File: src/rtl/imem_loader_pkg.sv
// imem_loader_pkg -- shared constants for the instruction-memory bootloader.
//   ST_*      : loader FSM state encoding
//   ERR_*     : err_code values reported on abort
//   SYNC_BYTE_DEFAULT : default frame header byte
package imem_loader_pkg;

  localparam logic [2:0] ST_IDLE   = 3'd0;
  localparam logic [2:0] ST_CNT_LO = 3'd1;
  localparam logic [2:0] ST_CNT_HI = 3'd2;
  localparam logic [2:0] ST_DATA   = 3'd3;
  localparam logic [2:0] ST_CHK    = 3'd4;

  localparam logic [1:0] ERR_NONE    = 2'd0;
  localparam logic [1:0] ERR_COUNT   = 2'd1;
  localparam logic [1:0] ERR_CSUM    = 2'd2;
  localparam logic [1:0] ERR_TIMEOUT = 2'd3;

  localparam logic [7:0] SYNC_BYTE_DEFAULT = 8'hA5;

endpackage

File: src/rtl/loader_word_asm.sv
// loader_word_asm -- assembles four little-endian bytes into a 32-bit word.
//   clk, reset  : clock, synchronous active-high reset
//   clr_i       : drop any partial word (held while the loader is not in DATA)
//   valid_i     : byte_i carries a payload byte this cycle
//   byte_i      : payload byte
//   word_o      : assembled word, meaningful only while word_rdy_o is high
//   word_rdy_o  : high in the cycle the 4th byte of a word is presented
module loader_word_asm (
  input  logic        clk,
  input  logic        reset,
  input  logic        clr_i,
  input  logic        valid_i,
  input  logic [7:0]  byte_i,
  output logic [31:0] word_o,
  output logic        word_rdy_o
);

  logic [23:0] shift_q, shift_d;
  logic [1:0]  cnt_q, cnt_d;

  // NOTE: every variable driven here gets a default first, so no path
  // leaves it unassigned and no latch is inferred.
  always_comb begin
    shift_d = shift_q;
    cnt_d   = cnt_q;
    if (clr_i) begin
      shift_d = '0;
      cnt_d   = '0;
    end else if (valid_i) begin
      // Newest byte enters at the top, so byte0 ends up in bits [7:0].
      shift_d = {byte_i, shift_q[23:8]};
      cnt_d   = cnt_q + 2'd1;
    end
  end

  // The 4th byte is combined straight from the input so the write can be
  // registered on the same edge that samples it.
  assign word_o     = {byte_i, shift_q};
  assign word_rdy_o = valid_i && !clr_i && (cnt_q == 2'd3);

  // NOTE: sequential state uses non-blocking assignments so every register
  // samples pre-edge values regardless of statement order.
  always_ff @(posedge clk) begin
    if (reset) begin
      shift_q <= '0;
      cnt_q   <= '0;
    end else begin
      shift_q <= shift_d;
      cnt_q   <= cnt_d;
    end
  end

endmodule

File: src/rtl/imem_loader.sv
// imem_loader -- UART byte-stream bootloader for the 256 x 32 instruction memory.
// Frame: SYNC, CNT_LO, CNT_HI, 4*N little-endian payload bytes, XOR checksum.
//   clk, reset          : clock, synchronous active-high reset
//   rx_valid, rx_byte   : one-cycle strobe and byte from the UART receiver
//   mem_we/addr/wdata   : instruction memory write port (addr/wdata hold when idle)
//   cpu_hold            : keeps the core in reset while a frame is loading
//   load_done, load_err : one-cycle completion / abort pulses
//   err_code            : sticky cause of the last abort (ERR_* codes)
module imem_loader
  import imem_loader_pkg::*;
#(
  parameter int         DEPTH          = 256,
  parameter int         ADDR_W         = 8,
  parameter logic [7:0] SYNC_BYTE      = SYNC_BYTE_DEFAULT,
  parameter int         TIMEOUT_CYCLES = 1_000_000
) (
  input  logic              clk,
  input  logic              reset,
  input  logic              rx_valid,
  input  logic [7:0]        rx_byte,
  output logic              mem_we,
  output logic [ADDR_W-1:0] mem_addr,
  output logic [31:0]       mem_wdata,
  output logic              cpu_hold,
  output logic              load_done,
  output logic              load_err,
  output logic [1:0]        err_code
);

  localparam int TW = $clog2(TIMEOUT_CYCLES);

  logic [2:0]        state_q, state_d;
  logic [7:0]        cnt_lo_q, cnt_lo_d;
  logic [15:0]       n_q, n_d;
  logic [ADDR_W-1:0] idx_q, idx_d;
  logic [7:0]        csum_q, csum_d;
  logic [TW-1:0]     timer_q, timer_d;
  logic              we_q, we_d;
  logic [ADDR_W-1:0] addr_q, addr_d;
  logic [31:0]       wdata_q, wdata_d;
  logic              hold_q, hold_d;
  logic              done_q, done_d;
  logic              err_q, err_d;
  logic [1:0]        code_q, code_d;

  logic              abort;
  logic [1:0]        abort_code;
  logic [31:0]       word;
  logic              word_rdy;
  logic              last_word;

  loader_word_asm u_word_asm (
    .clk        (clk),
    .reset      (reset),
    .clr_i      (state_q != ST_DATA),
    .valid_i    (rx_valid && (state_q == ST_DATA)),
    .byte_i     (rx_byte),
    .word_o     (word),
    .word_rdy_o (word_rdy)
  );

  assign last_word = (16'(idx_q) == (n_q - 16'd1));

  always_comb begin
    state_d    = state_q;
    cnt_lo_d   = cnt_lo_q;
    n_d        = n_q;
    idx_d      = idx_q;
    csum_d     = csum_q;
    timer_d    = timer_q;
    we_d       = 1'b0;
    addr_d     = addr_q;
    wdata_d    = wdata_q;
    hold_d     = hold_q;
    done_d     = 1'b0;
    err_d      = 1'b0;
    code_d     = code_q;
    abort      = 1'b0;
    abort_code = ERR_NONE;

    // timer_q counts cycles since the last byte; a byte on the expiry cycle
    // wins, so the abort is only taken when rx_valid is low.
    if (state_q != ST_IDLE) begin
      timer_d = rx_valid ? TW'(1) : timer_q + TW'(1);
      if (!rx_valid && (timer_d == TW'(TIMEOUT_CYCLES - 1))) begin
        abort      = 1'b1;
        abort_code = ERR_TIMEOUT;
      end
    end

    case (state_q)
      ST_IDLE: begin
        if (rx_valid && (rx_byte == SYNC_BYTE)) begin
          state_d = ST_CNT_LO;
          hold_d  = 1'b1;
          timer_d = TW'(1);
        end
      end
      ST_CNT_LO: begin
        if (rx_valid) begin
          cnt_lo_d = rx_byte;
          state_d  = ST_CNT_HI;
        end
      end
      ST_CNT_HI: begin
        if (rx_valid) begin
          n_d = {rx_byte, cnt_lo_q};
          if ((n_d == 16'd0) || (n_d > 16'(DEPTH))) begin
            abort      = 1'b1;
            abort_code = ERR_COUNT;
          end else begin
            state_d = ST_DATA;
            idx_d   = '0;
            csum_d  = '0;
          end
        end
      end
      ST_DATA: begin
        if (rx_valid) begin
          csum_d = csum_q ^ rx_byte;
          if (word_rdy) begin
            we_d    = 1'b1;
            addr_d  = idx_q;
            wdata_d = word;
            // Index stops at N-1; the write pulse lands in the first CHK cycle.
            if (last_word) state_d = ST_CHK;
            else           idx_d   = idx_q + ADDR_W'(1);
          end
        end
      end
      ST_CHK: begin
        if (rx_valid) begin
          if (rx_byte == csum_q) begin
            done_d  = 1'b1;
            hold_d  = 1'b0;
            state_d = ST_IDLE;
          end else begin
            abort      = 1'b1;
            abort_code = ERR_CSUM;
          end
        end
      end
      default: state_d = ST_IDLE;
    endcase

    if (abort) begin
      state_d = ST_IDLE;
      err_d   = 1'b1;
      hold_d  = 1'b0;
      code_d  = abort_code;
    end

    if (state_d == ST_IDLE) timer_d = '0;
  end

  always_ff @(posedge clk) begin
    if (reset) begin
      state_q  <= ST_IDLE;
      cnt_lo_q <= '0;
      n_q      <= '0;
      idx_q    <= '0;
      csum_q   <= '0;
      timer_q  <= '0;
      we_q     <= 1'b0;
      addr_q   <= '0;
      wdata_q  <= '0;
      hold_q   <= 1'b0;
      done_q   <= 1'b0;
      err_q    <= 1'b0;
      code_q   <= ERR_NONE;
    end else begin
      state_q  <= state_d;
      cnt_lo_q <= cnt_lo_d;
      n_q      <= n_d;
      idx_q    <= idx_d;
      csum_q   <= csum_d;
      timer_q  <= timer_d;
      we_q     <= we_d;
      addr_q   <= addr_d;
      wdata_q  <= wdata_d;
      hold_q   <= hold_d;
      done_q   <= done_d;
      err_q    <= err_d;
      code_q   <= code_d;
    end
  end

  assign mem_we    = we_q;
  assign mem_addr  = addr_q;
  assign mem_wdata = wdata_q;
  assign cpu_hold  = hold_q;
  assign load_done = done_q;
  assign load_err  = err_q;
  assign err_code  = code_q;

endmodule

File: config.mk
export PLATFORM = sky130hd
export DESIGN_NAME = imem_loader
export DESIGN_NICKNAME = d
export VERILOG_FILES = /design/src/rtl/imem_loader_pkg.sv /design/src/rtl/loader_word_asm.sv /design/src/rtl/imem_loader.sv
export SDC_FILE = /design/constraint.sdc
export NUM_CORES = 1
export LEC_CHECK = 0
export CAP_MARGIN = 20
export CORE_ASPECT_RATIO = 0.5
export CORE_MARGIN = 5
export CORE_UTILIZATION = 31
export CTS_BUF_LIST = sky130_fd_sc_hd__clkbuf_16
export DETAILED_ROUTE_END_ITERATION = 16
export DONT_BUFFER_PORTS = 1
export MAX_ROUTING_LAYER = met4
export PLACE_DENSITY = 0.46
export SLEW_MARGIN = 5
export SYNTH_ARGS = -nofsm -noshare
export SYNTH_HDL_FRONTEND = slang
export SYNTH_SLANG_ARGS = --single-unit
export TNS_END_PERCENT = 100
File: constraint.sdc
create_clock -name clk -period 3.45 [get_ports clk]
set_input_delay 0.5175 -clock clk [delete_from_list [all_inputs] [get_ports clk]]
set_output_delay 0.5175 -clock clk [all_outputs]
set_load 0.005 [all_outputs]
======== After elaboration in Yosys (flattened, before gate mapping) ========
Cells that the tools add are included.
storage, ports and cells
  bits in registers ....................... 135
  memory bits (read-only) ................. 0
  memories kept ........................... 0
  bits in writable memories ............... 0
  output and inout bits ................... 46
  logic and storage cells ................. 111
  latch bits .............................. 0
  input bits .............................. 11
cells by class
  magnitude comparators ................... 1
  add/subtract/negate cells ............... 4
  multipliers ............................. 0
  equality and inequality tests ........... 18
  bitwise operators ....................... 4
  divide/modulo/power cells ............... 0
  mux-type cells .......................... 44
  shift operators ......................... 0
  reductions and logical operators ........ 25
operators with widths
  cell                     count
  $mux W20                 4
  $mux W8                  6
  $pmux W8 S2              2
  $mux W3                  10
  $add A20 B1 Y20 const B  1
  $eq A20 B20 Y1 const B   1
  $eq A8 B16 Y1            1
  $gt A16 B9 Y1 const B    1
  $logic_not A16 Y1        1
  $sub A16 B1 Y16 const B  1
  $pmux W3 S5              1
  $ne A2 B2 Y1 const B     7
  $mux W1                  12
  $mux W2                  6
  $add A8 B1 Y8 const B    1
  $eq A8 B8 Y1             1
  $eq A8 B8 Y1 const B     1
  $reduce_and A4 Y1        2
  $xor A8 B8 Y8            1
  $eq A3 B2 Y1 const B     2
  $logic_not A3 Y1         2
  $reduce_and A6 Y1        1
  $reduce_or A2 Y1         3
  $reduce_or A3 Y1         2
  16 further kinds         26

======== Logic depth before layout (Yosys ltp) ========
  word-level depth ........................ 12
  depth in mapped cells ................... 11
  mapped depth without buffers ............ 10

======== By module ========
From an unflattened synthesis, not the netlist that was laid out.
second synthesis, totals
  cell total of the unflattened synthesis .. 773
  area, all modules ....................... 6213.5 µm²
by module, submodules not included
  module           seq. area each (µm²)  instances  cells an instance  area an instance (µm²)
  imem_loader      2182.1                1          677                5172.5
  loader_word_asm  520.5                 1          96                 1041.0

======== Least setup slack after synthesis ========
No wires, ideal clock.
  kind .................................... input to register
  start point ............................. in rx_byte[4]
  end point ............................... reg idx_q[7]
  stages .................................. 10
  path buffers ............................ 2
  arrival ................................. 2.954 ns
  path slack .............................. 0.427 ns
  library setup time ...................... 0.070 ns
  required time ........................... 3.380 ns
  cells stage by stage .................... buf_2 > or4_4 > or4_4 > nor3b_4 > o211ai_4 > a21oi_2 > o21ai_2 > buf_6 > or4_1 > a21oi_1
between the ends
  longest elaborated chain between the ends .. 4
  elaborated cells between the ends (all ways) .. 5
  those cells by class .................... 1 x order compare; 1 x eq/ne; 3 x reduce/logical
ends and longest elaborated chain
  item                                                line                text
  from (decl)                                         imem_loader.sv:20   input logic [7:0] rx_byte,
  $gt A16 B9 Y1 or $logic_not A16 Y1 (tied branches)  imem_loader.sv:108  if ((n_d == 16'd0) || (n_d > 16'(DEPTH))) begin
  $logic_or A1 B1 Y1 (*)                              imem_loader.sv:108
  $ne A2 B2 Y1 (no line) (*)                          n/a
  $reduce_and A6 Y1 (no line) (*)                     n/a
  to (signal assigned)                                imem_loader.sv:175  idx_q <= idx_d;
  to (decl)                                           imem_loader.sv:35   logic [ADDR_W-1:0] idx_q, idx_d;
Mark *: on every way between the ends. The rest lies on a longest branch, timed or not.
A chain may end at the register's enable or synchronous reset.

======== Final worst setup path ========
  start point ............................. reg timer_q[0]
  end point ............................... reg timer_q[12]
between the ends
  longest elaborated chain between the ends .. 12
  elaborated cells between the ends (all ways) .. 17
  those cells by class .................... 1 x add/sub; 1 x eq/ne; 12 x mux; 3 x reduce/logical
ends and longest elaborated chain
  item                        line                                    text
  from (decl)                 imem_loader.sv:37                       logic [TW-1:0] timer_q, timer_d;
  from (signal assigned)      imem_loader.sv:177                      timer_q <= timer_d;
  $add A20 B1 Y20 (*)         imem_loader.sv:84                       timer_d = rx_valid ? TW'(1) : timer_q + TW'(1);
  $mux W20 (*)                imem_loader.sv:84
  $eq A20 B20 Y1              imem_loader.sv:85                       if (!rx_valid && (timer_d == TW'(TIMEOUT_CYCLES - 1))) begin
  $logic_and A1 B1 Y1         imem_loader.sv:85
  $mux W1                     imem_loader.sv:85
  $mux W1                     imem_loader.sv:83                       if (state_q != ST_IDLE) begin
  $mux W1 (on tied branches)  imem_loader.sv:133, imem_loader.sv:108
  $mux W1 (on tied branches)  imem_loader.sv:132, imem_loader.sv:106
  $pmux W1 S2                 imem_loader.sv:91                       case (state_q)
  $mux W3                     imem_loader.sv:146                      if (abort) begin
  $logic_not A3 Y1            imem_loader.sv:153                      if (state_d == ST_IDLE) timer_d = '0;
  $reduce_or A2 Y1 (no line)  n/a
Marked as above.

==> flow_results.org <==
** Run status
- Result of the run :: complete, no violations

** Power
- Final Power :: 0.00331 W
- Summed over all cells, the static leakage comes to 2.24 nW.
- For this design the ratio of total power to cell area is 477 nW/um^2.
- VDD sags by at most 0.318 mV.

** Clock network
- In this run the number of H-tree levels came out at 4.
- Number of buffers between clock root and the deepest sink :: 2
- Gates resized during post-CTS repair numbered 0.
- Clock latency on the worst-skew pair, taken at its later pin, is 0.42 ns.
- Post CTS Setup Buffer Count :: 0
- After clock tree synthesis, the clock-pin slew on the worst setup and hold paths is 0.06 ns.
- Clock sink count :: 135
- TritonCTS clock tree :: done
- Buffer type at the clock tree root :: clkbuf_16
- Number of buffers inserted by hold repair at cts :: 0
- TritonCTS created 17 clock buffers.

** Timing
- For the finished layout, the period the worst path requires is 3.04 ns.
- Clk_skew :: 0.0108 ns
- Worst rel slew slack :: 52.7%
- Setup repair after global routing missed its margin :: false
- Achievable frequency :: 329 MHz
- Final-layout setup total negative slack :: 0 ns
- Setup violations remaining at the end of the flow were counted as 0.
- Slew Limit Fails :: 0
- Hold violation total from the final report :: 0
- Final clock period utilization by the worst path :: 88.0%
- For the pin with the worst max-slew slack, the measured transition is 0.706 ns.

** Floorplanning
- The die is 110 um tall.
- Number of placement rows :: 36
- The die covers 23100 um^2.
- In this run the horizontal extent of the chip is 210 um.
- The core region is 19500 um^2.
- 57 I/O pins were placed.
- Effective utilization at floorplan :: 31.7%

** Drt
- Final wirelength :: 17000 um
- The final route contains 5398 vias.
- After detailed routing, the number of remaining DRC violations is 0.
- The count of nets left with antenna violations once routing finished came out at 0.
- Iteration count of the initial detailed-routing pass :: 5
- Iteration-0 DRC count of the detailed router :: 363
- Dividing the detail-routed via count by the number of cells gives 5.06.
- In the final routed layout, each cell accounts on average for 16.0 um.

** Synth
- The synthesized design devotes to its leading area cell type 43.7% of total area.
- During synthesis, Yosys emitted a total of 0 warnings.
- In this run the mean area of a mapped cell was 7.61 um^2.
- Synth cell count leaders :: 193 x nand2_1, 135 x dfxtp_1, 125 x a21oi_1
- Area of the mapped netlist :: 6190 um^2
- Library cell with the highest instance count after synthesis :: nand2_1
- Synthesis inferred 135 register bits.
- Counting distinct cell types in the post-synthesis netlist gives 57.
- Synth Net Count :: 828
- For this run, the register share of the synthesized area comes to 43.7%.
- Of all cell types, the one taking the most synthesized area is dfxtp_1.
- Main area contributors after synthesis :: dfxtp_1 44%, nand2_1 12%, a21oi_1 10%
- Synthesis produced a netlist whose cell count is 813.
- Of all flip-flops after synthesis, the portion carrying an async set or reset was 0%.
- EDFF count, synth :: 0
- Most common flop cell mapped by yosys :: dfxtp_1

** Worst setup path
- STA classifies the critical path endpoint as a flip-flop.
- Top delay family on crit path :: simple AND/OR/NAND/NOR gates
- Data arrives at the worst endpoint at 3.34 ns.
- At the worst endpoint, the required time is 3.75 ns.
- Among the stages of the critical path, the cell type that occurs most often is nor4_1.
- Slowest cell on crit path :: nor4_1
- Delay of the slowest cell on the worst path :: 0.41 ns
- Cell-by-cell listing of the critical path :: ha_1 > nand3_1 > nor4_1 > mux2_2 > nand4bb_1 > nor4_1 > a2111o_1 > o21bai_1 > buf_4 > nor2_1
- Crit path buffers/inverters :: 1
- Type of the worst setup path :: flip-flop to flip-flop
- Worst-case register-to-register setup slack :: 0.41 ns
- Sort of element at the start of the critical path :: flip-flop
- Critical path peak fanout :: 20

** Placed design
- Final estimated routing congestion in global placement :: 0.838
- Port Buf Inserts :: 0
- Detailed placement finished with a half-perimeter wire length of 11600 um.

** Global route
- Global-route wire length before repair :: 27600 um
- GR Layer Usage met2 :: 23.8%
- Via count of the first global-routing pass :: 5093
- Global-route usage over all layers :: 15.5%
- Overflow left after global routing :: 0
- For this run, global-route usage on met1 was measured as 20.4%.
- Entering global routing, the biggest net connects 85 pins.
- Global routing consumed, on the met3 layer, 3.68% of the routing resources.
- The number of antenna violations at the first check in global routing was 0.
- In this run the most used layer during global routing was met2.

** Finish
- Area growth from synthesis to layout :: 12.2%
- The post-route netlist has 6.88% of its cells at a drive strength greater than 1.
- The repair_antennas step left the layout with diodes totalling 0.
- Final layout net count :: 802

** Job
- Max Cap Viol :: 0

** Worst hold path
- Type of the worst min-delay path :: input pin to flip-flop
==> power breakdown <==
part           switching, W  total [W]  leakage (nW)  internal (W)
sequential      0.000000218    0.00156          1.09       0.00156
clock              0.000745    0.00174         0.263      0.000991
combinational    0.00000902  0.0000162         0.888    0.00000713
==> final cells by class <==
type | instances | area [um^2]
Sequential cell | 135 | 2700
Fill cell | 2080 | 12600
Clock inverter | 15 | 125
Inverter | 7 | 26.3
Multi-Input combinational cell | 615 | 3240
Clock buffer | 17 | 425
Tap cell | 266 | 333
Timing Repair Buffer | 11 | 95.1
==> worst reg2reg max path, stage by stage (launching register included) <==
cell and delay (ns):
dfxtp_1 0.40, ha_1 0.25, nand3_1 0.29, nor4_1 0.41, mux2_2 0.39, nand4bb_1 0.21
nor4_1 0.21, a2111o_1 0.27, o21bai_1 0.13, buf_4 0.28, nor2_1 0.08
==> worst paths after layout <==
check                                           start           end  cells past startpoint
worst max register to register             timer_q[0]   timer_q[12]                     10
worst min-delay path                            reset      idx_q[2]                      1
worst max-delay path                       timer_q[0]   timer_q[12]                     10
worst min register to register  u_word_asm.shift_q[0]  mem_wdata[0]                      2
==> per-layer routing <==
metal  up-vias  part of all wire [%]  wire [um]
met2        89                    44       7430
met1      2541                    52       8790
met3        12                   3.8        651
met5         -                     0          0
met4         0                  0.91        155
li1       2756                     -          -
==> stage by stage <==
| step | instance area (um^2) | utilization [%] | hold slack [ns] | cells | setup WS (ns) |
|---|---|---|---|---|---|
| global placement | 6390 | 32.7 | 0.442 | 1034 | 0.391 |
| detailed placement | 6390 | 32.7 | 0.445 | 1034 | 0.332 |
| CTS | 6940 | 35.5 | 0.171 | 1066 | 0.426 |
| global route | 6940 | 35.5 | 0.144 | 1066 | 0.151 |
| floorplan | 6190 | - | 0.432 | 813 | 0.427 |
| finish | 6940 | 35.5 | 0.166 | 1066 | 0.414 |
==> cell usage in the layout, fill, tap and decap left out, types with 11 or more instances in the layout <==
cell type	count
a21oi_1	125
clkbuf_16	17
dfxtp_1	135
mux2i_1	11
nand2_1	193
nand3_1	16
nor2_1	66
nor3_1	21
nor4_1	12
o21ai_0	25
xnor2_1	13
xor2_1	14
==> logic make-up after synthesis <==
kind of cell             share of synthesized area, %
AND/OR/NAND/NOR                                  28.9
AO/OA/AOI/OAI                                    16.6
flip-flops                                       43.7
buffers and inverters                            4.17
XOR/XNOR                                         3.82
multiplexers                                     1.96
adder cells (fa/ha/maj)                         0.809
==> state kept, by name, summed over array words and instances (netlist names) <==
| register | cells |
|---|---|
| err_code | 2 |
| cpu_hold | 1 |
| n_q | 16 |
| mem_wdata | 32 |
| load_done | 1 |
| u_word_asm.shift_q | 24 |
| timer_q | 20 |
| mem_addr | 8 |
| load_err | 1 |
| cnt_lo_q | 8 |
| mem_we | 1 |
| csum_q | 8 |
| u_word_asm.cnt_q | 2 |
| state_q | 3 |
| idx_q | 8 |
Note: power is estimated with default switching activity, not from simulation.
==> edit 1 (same settings) <==
Take the reset off `shift_q` and load it in a clocked block of its own.
--- a/src/rtl/loader_word_asm.sv
+++ b/src/rtl/loader_word_asm.sv
@@ -42,13 +42,15 @@
   // samples pre-edge values regardless of statement order.
   always_ff @(posedge clk) begin
     if (reset) begin
-      shift_q <= '0;
       cnt_q   <= '0;
     end else begin
-      shift_q <= shift_d;
       cnt_q   <= cnt_d;
     end
   end
 
+  always_ff @(posedge clk) begin
+    shift_q <= shift_d;
+  end
+
 endmodule
 
Formal check against the unedited RTL: same outputs for any inputs over 4 cycles, from zero or initial values and one cycle with reset high; that may be too few to reach the edited logic, so the function may still have changed.
==> edit 1 against the original RTL <==
Fmax up 3.0%; synthesized cell count down 1.7%; die area up 0.42%; highest routed layer unchanged; routed wire length down 2.0%; sequential cell count unchanged; area after synthesis up 0.44%; total power up 4.3%; worst setup slack better by 0.090 ns; clock skew down 0.0025 ns; cell area up 1.3%.
==> edit 1: results (changes against the original RTL) <==
slowest CP cell - or4_1
final wirelength - 16.7 mm (-2.0%)
metal2 WL - 7.32 mm (-1.4%)
WL met1 - 8.29 mm (-5.7%)
dpl hpwl - 11.0 mm (-5.5%)
CP peak stage delay - 0.68 ns (+0.27 ns)
met3 WL - 802 um (+23%)
Fill cells - 2044 (-1.7%)
status - completed
setup slack, reg-to-reg - 0.50 ns (+0.09 ns)
Iter 0 DRT Violations - 359 (-1.1%)
peak supply drop - 414 uV (+30%)
XOR/XNOR Fraction of Synth Area - 3.24% (-0.58 points)
largest cells by area after synthesis - dfxtp_1 43%, nand2_1 9.9%, a21oi_1 7.7%
Netlist cell types - 63 (+11%)
worst endpoint data arrival time - 3.25 ns (-0.09 ns)
sw power - 739 uW (-2.1%)
vias in the first global route - 5275 (+3.6%)
most instantiated cells after synthesis - 164 x nand2_1, 135 x dfxtp_1, 95 x a21oi_1, 92 x nor2_1, 52 x clkbuf_1
RD Place Congestion - 0.848 (+1.1%)
largest net degree at the start of global routing - 88 (+3.5%)
share of cells above drive strength 1 - 6.90% (+0.022 points)
leak pwr - 0.00238 uW (+6.2%)
Root Buffer - clkbuf_16
global-route total usage across every layer - 15.6% (+0.10 points)
Final #Nets - 786 (-2.0%)
Largest register FFs - 32 (unchanged)
WHS - 0.164 ns (-0.00212 ns)
H-tree lvl count - 4 (unchanged)
mux share of post-synthesis cell area - 5.80% (+3.8 points)
P per Cell Area - 491 mW/mm^2 (+3.0%)
Synth Area in Compound Gates - 16.4% (-0.23 points)
CTS-repair resized insts - 0 (unchanged)
Post-Syn Nets - 814 (-1.7%)
Post-Synth Adder-Cell Area - 0.805% (-0.0036 points)
Synth async-reset ratio - 0% (unchanged)
clock skew - 0.00838 ns (-0.00246 ns)
first-pass GRT wire length - 27.9 mm (+1.2%)
sequential fraction of the synthesis area - 43.5% (-0.19 points)
## edit 1: cell types whose count changed in the layout (fill, tap and decap cells not counted), sizes merged, moves of 7 or more
cell | before | now
nand2 | 193 | 164
mux2i | 11 | 36
a21oi | 126 | 97
nor3 | 22 | 15
or4 | 12 | 4
nor2 | 66 | 92
## edit 1: path summary, 6_finish.rpt
check,startpoint,end,cells past startpoint
worst max register to register,timer_q[2],timer_q[14],10
worst min register to register,u_word_asm.shift_q[2],mem_wdata[2],2
worst min-delay path,reset,mem_we,1
worst max-delay path,timer_q[2],timer_q[14],10
## edit 1: area by class of cell
cell class              instances  area (um^2)  area share (%)
clock buffers                  17          425            6.05
clock inverters                14          174            2.47
inverters                      10         37.5           0.534
multi-input cells             593         3240            46.1
flip-flops and latches        135         2700            38.4
well taps                     266          333            4.73
repair buffers                 14          118            1.67
## edit 1: metal layers
metal | vias up | global-route usage, %
li1 | 2707 | -
met1 | 2552 | 19.9
met2 | 85 | 24.4
met3 | 18 | 4.18
met4 | 0 | 5.40
met5 | - | -
## edit 1: worst register-to-register path, stage by stage (launching register included)
cell	delay, ns
dfxtp_1	0.45
nand3_1	0.18
or4_1	0.68
nor2_1	0.26
nand2_1	0.09
a2111oi_0	0.47
buf_4	0.20
a21boi_1	0.11
nand4_1	0.16
buf_12	0.18
a21oi_1	0.06
## edit 1: per-stage QoR
stage | setup slack (ns) | util [%] | area, um^2 | std cells
after detailed placement | 0.514 | 32.8 | 6430 | 1018
after CTS | 0.485 | 35.9 | 7030 | 1049
after global routing | 0.277 | 35.9 | 7030 | 1049
final | 0.503 | 35.9 | 7030 | 1049
after global placement | 0.507 | 32.8 | 6430 | 1018
after floorplan | 0.624 | - | 6210 | 799
==> edit 2 (same settings) <==
Made on the original files. Set the parameter `TIMEOUT_CYCLES` to 2_000_000 (it was 1_000_000).
--- a/src/rtl/imem_loader.sv
+++ b/src/rtl/imem_loader.sv
@@ -12,7 +12,7 @@
   parameter int         DEPTH          = 256,
   parameter int         ADDR_W         = 8,
   parameter logic [7:0] SYNC_BYTE      = SYNC_BYTE_DEFAULT,
-  parameter int         TIMEOUT_CYCLES = 1_000_000
+  parameter int         TIMEOUT_CYCLES = 2_000_000
 ) (
   input  logic              clk,
   input  logic              reset,
Function: same outputs for any inputs over 4 cycles, from zero or initial values and one cycle with reset high; that may be too few to reach the edited logic, so the function may still have changed.
==> edit 2 against the original RTL <==
Cell area rose by 4.3%; routed wire length rose by 5.7%; sequential cell count up 1; via count increased by 6.5%; area after synthesis rose by 5.7%; total power is 1.4% higher; sequential share of layout area down 1.3 points; worst setup slack gained 0.21 ns; global-route usage rose by 0.15 points; count of clock-buffer cells in the layout unchanged; largest cell class unchanged.
==> edit 2: results (changes against the original RTL) <==
RD Place Congestion - 0.795 (-5.2%)
vias per cell - 5.23 (+3.3%)
Finished Layout Cells - 1099 (+3.1%)
leak pwr - 0.00237 uW (+5.8%)
met3 WL - 755 um (+16%)
most instantiated cells after synthesis - 196 x nand2_1, 136 x dfxtp_1, 111 x a21oi_1, 62 x nor2_1, 41 x clkbuf_1
final wirelength - 18.0 mm (+5.7%)
synthesized area per cell - 7.74 um^2 (+1.7%)
reg2reg start - n_q[0]
largest cells by area after synthesis - dfxtp_1 42%, nand2_1 11%, a21oi_1 8.5%
clock skew - 0.0123 ns (+0.00149 ns)
Post-Synth Adder-Cell Area - 0.765% (-0.044 points)
XOR/XNOR Fraction of Synth Area - 3.48% (-0.34 points)
final worst slack - 0.622 ns (+0.208 ns)
Internal Power - 2630 uW (+3.0%)
crit path max fanout - 16 (-20%)
Netlist cell types - 71 (+25%)
grt met2 use - 24.0% (+0.20 points)
mux share of post-synthesis cell area - 1.53% (-0.43 points)
CP peak stage delay - 0.45 ns (+0.04 ns)
Synth Area in Compound Gates - 17.6% (+1.0 points)
placed inst area - 0.00668 mm^2 (+4.5%)
GRT met3 Usage - 4.33% (+0.65 points)
Iter 0 DRT Violations - 388 (+6.9%)
pre-CTS WS - 0.662 ns (+0.330 ns)
status - completed
WL met1 - 9.06 mm (+3.0%)
dpl hpwl - 12.1 mm (+4.5%)
global-route total usage across every layer - 15.7% (+0.15 points)
slowest CP cell - dfxtp_1
WHS - 0.157 ns (-0.00936 ns)
metal2 WL - 8.03 mm (+8.1%)
met1 global-route usage - 20.7% (+0.33 points)
vias in the first global route - 5513 (+8.2%)
first-pass GRT wire length - 30.1 mm (+9.1%)
largest net degree at the start of global routing - 81 (-4.7%)
initial antenna violation count - 0 (unchanged)
Final #Nets - 828 (+3.2%)
share of cells above drive strength 1 - 7.87% (+0.99 points)
sequential fraction of the synthesis area - 41.6% (-2.1 points)
Post-Syn Nets - 860 (+3.9%)
worst-margin pin slew - 0.907 ns (+0.201 ns)
==> edit 2: cell count changes after synthesis, moves of 5 or more <==
cell	unedited run	this run
a21oi_1	125	111
or4_1	10	2
inv_1	6	13
clkbuf_1	46	41
o31a_1	0	5
or3_1	7	2
==> edit 2: layout make-up <==
class | count | area [um^2]
clock buffers | 17 | 425
clock inverters | 15 | 138
fillers | 2192 | 13400
inverters | 14 | 52.6
multi-input cells | 632 | 3460
flip-flops and latches | 136 | 2720
well taps | 273 | 342
repair buffers | 12 | 103
==> edit 2: path summary, 6_finish.rpt <==
path | cells past startpoint | end
worst max-delay path | 9 | idx_q[1]
worst min-delay path | 1 | mem_wdata[9]
worst max register to register | 9 | idx_q[1]
worst min register to register | 2 | mem_wdata[0]
==> edit 2: power groups by stage <==
stage               logic (uW)  clock network, uW  registers, uW
finish                    21.5               1760           1570
global route              24.3               1900           1570
CTS                       21.7               1820           1570
detailed placement        21.5                  0           1610
global placement          21.5                  0           1610
floorplan                 44.6                  0           1610
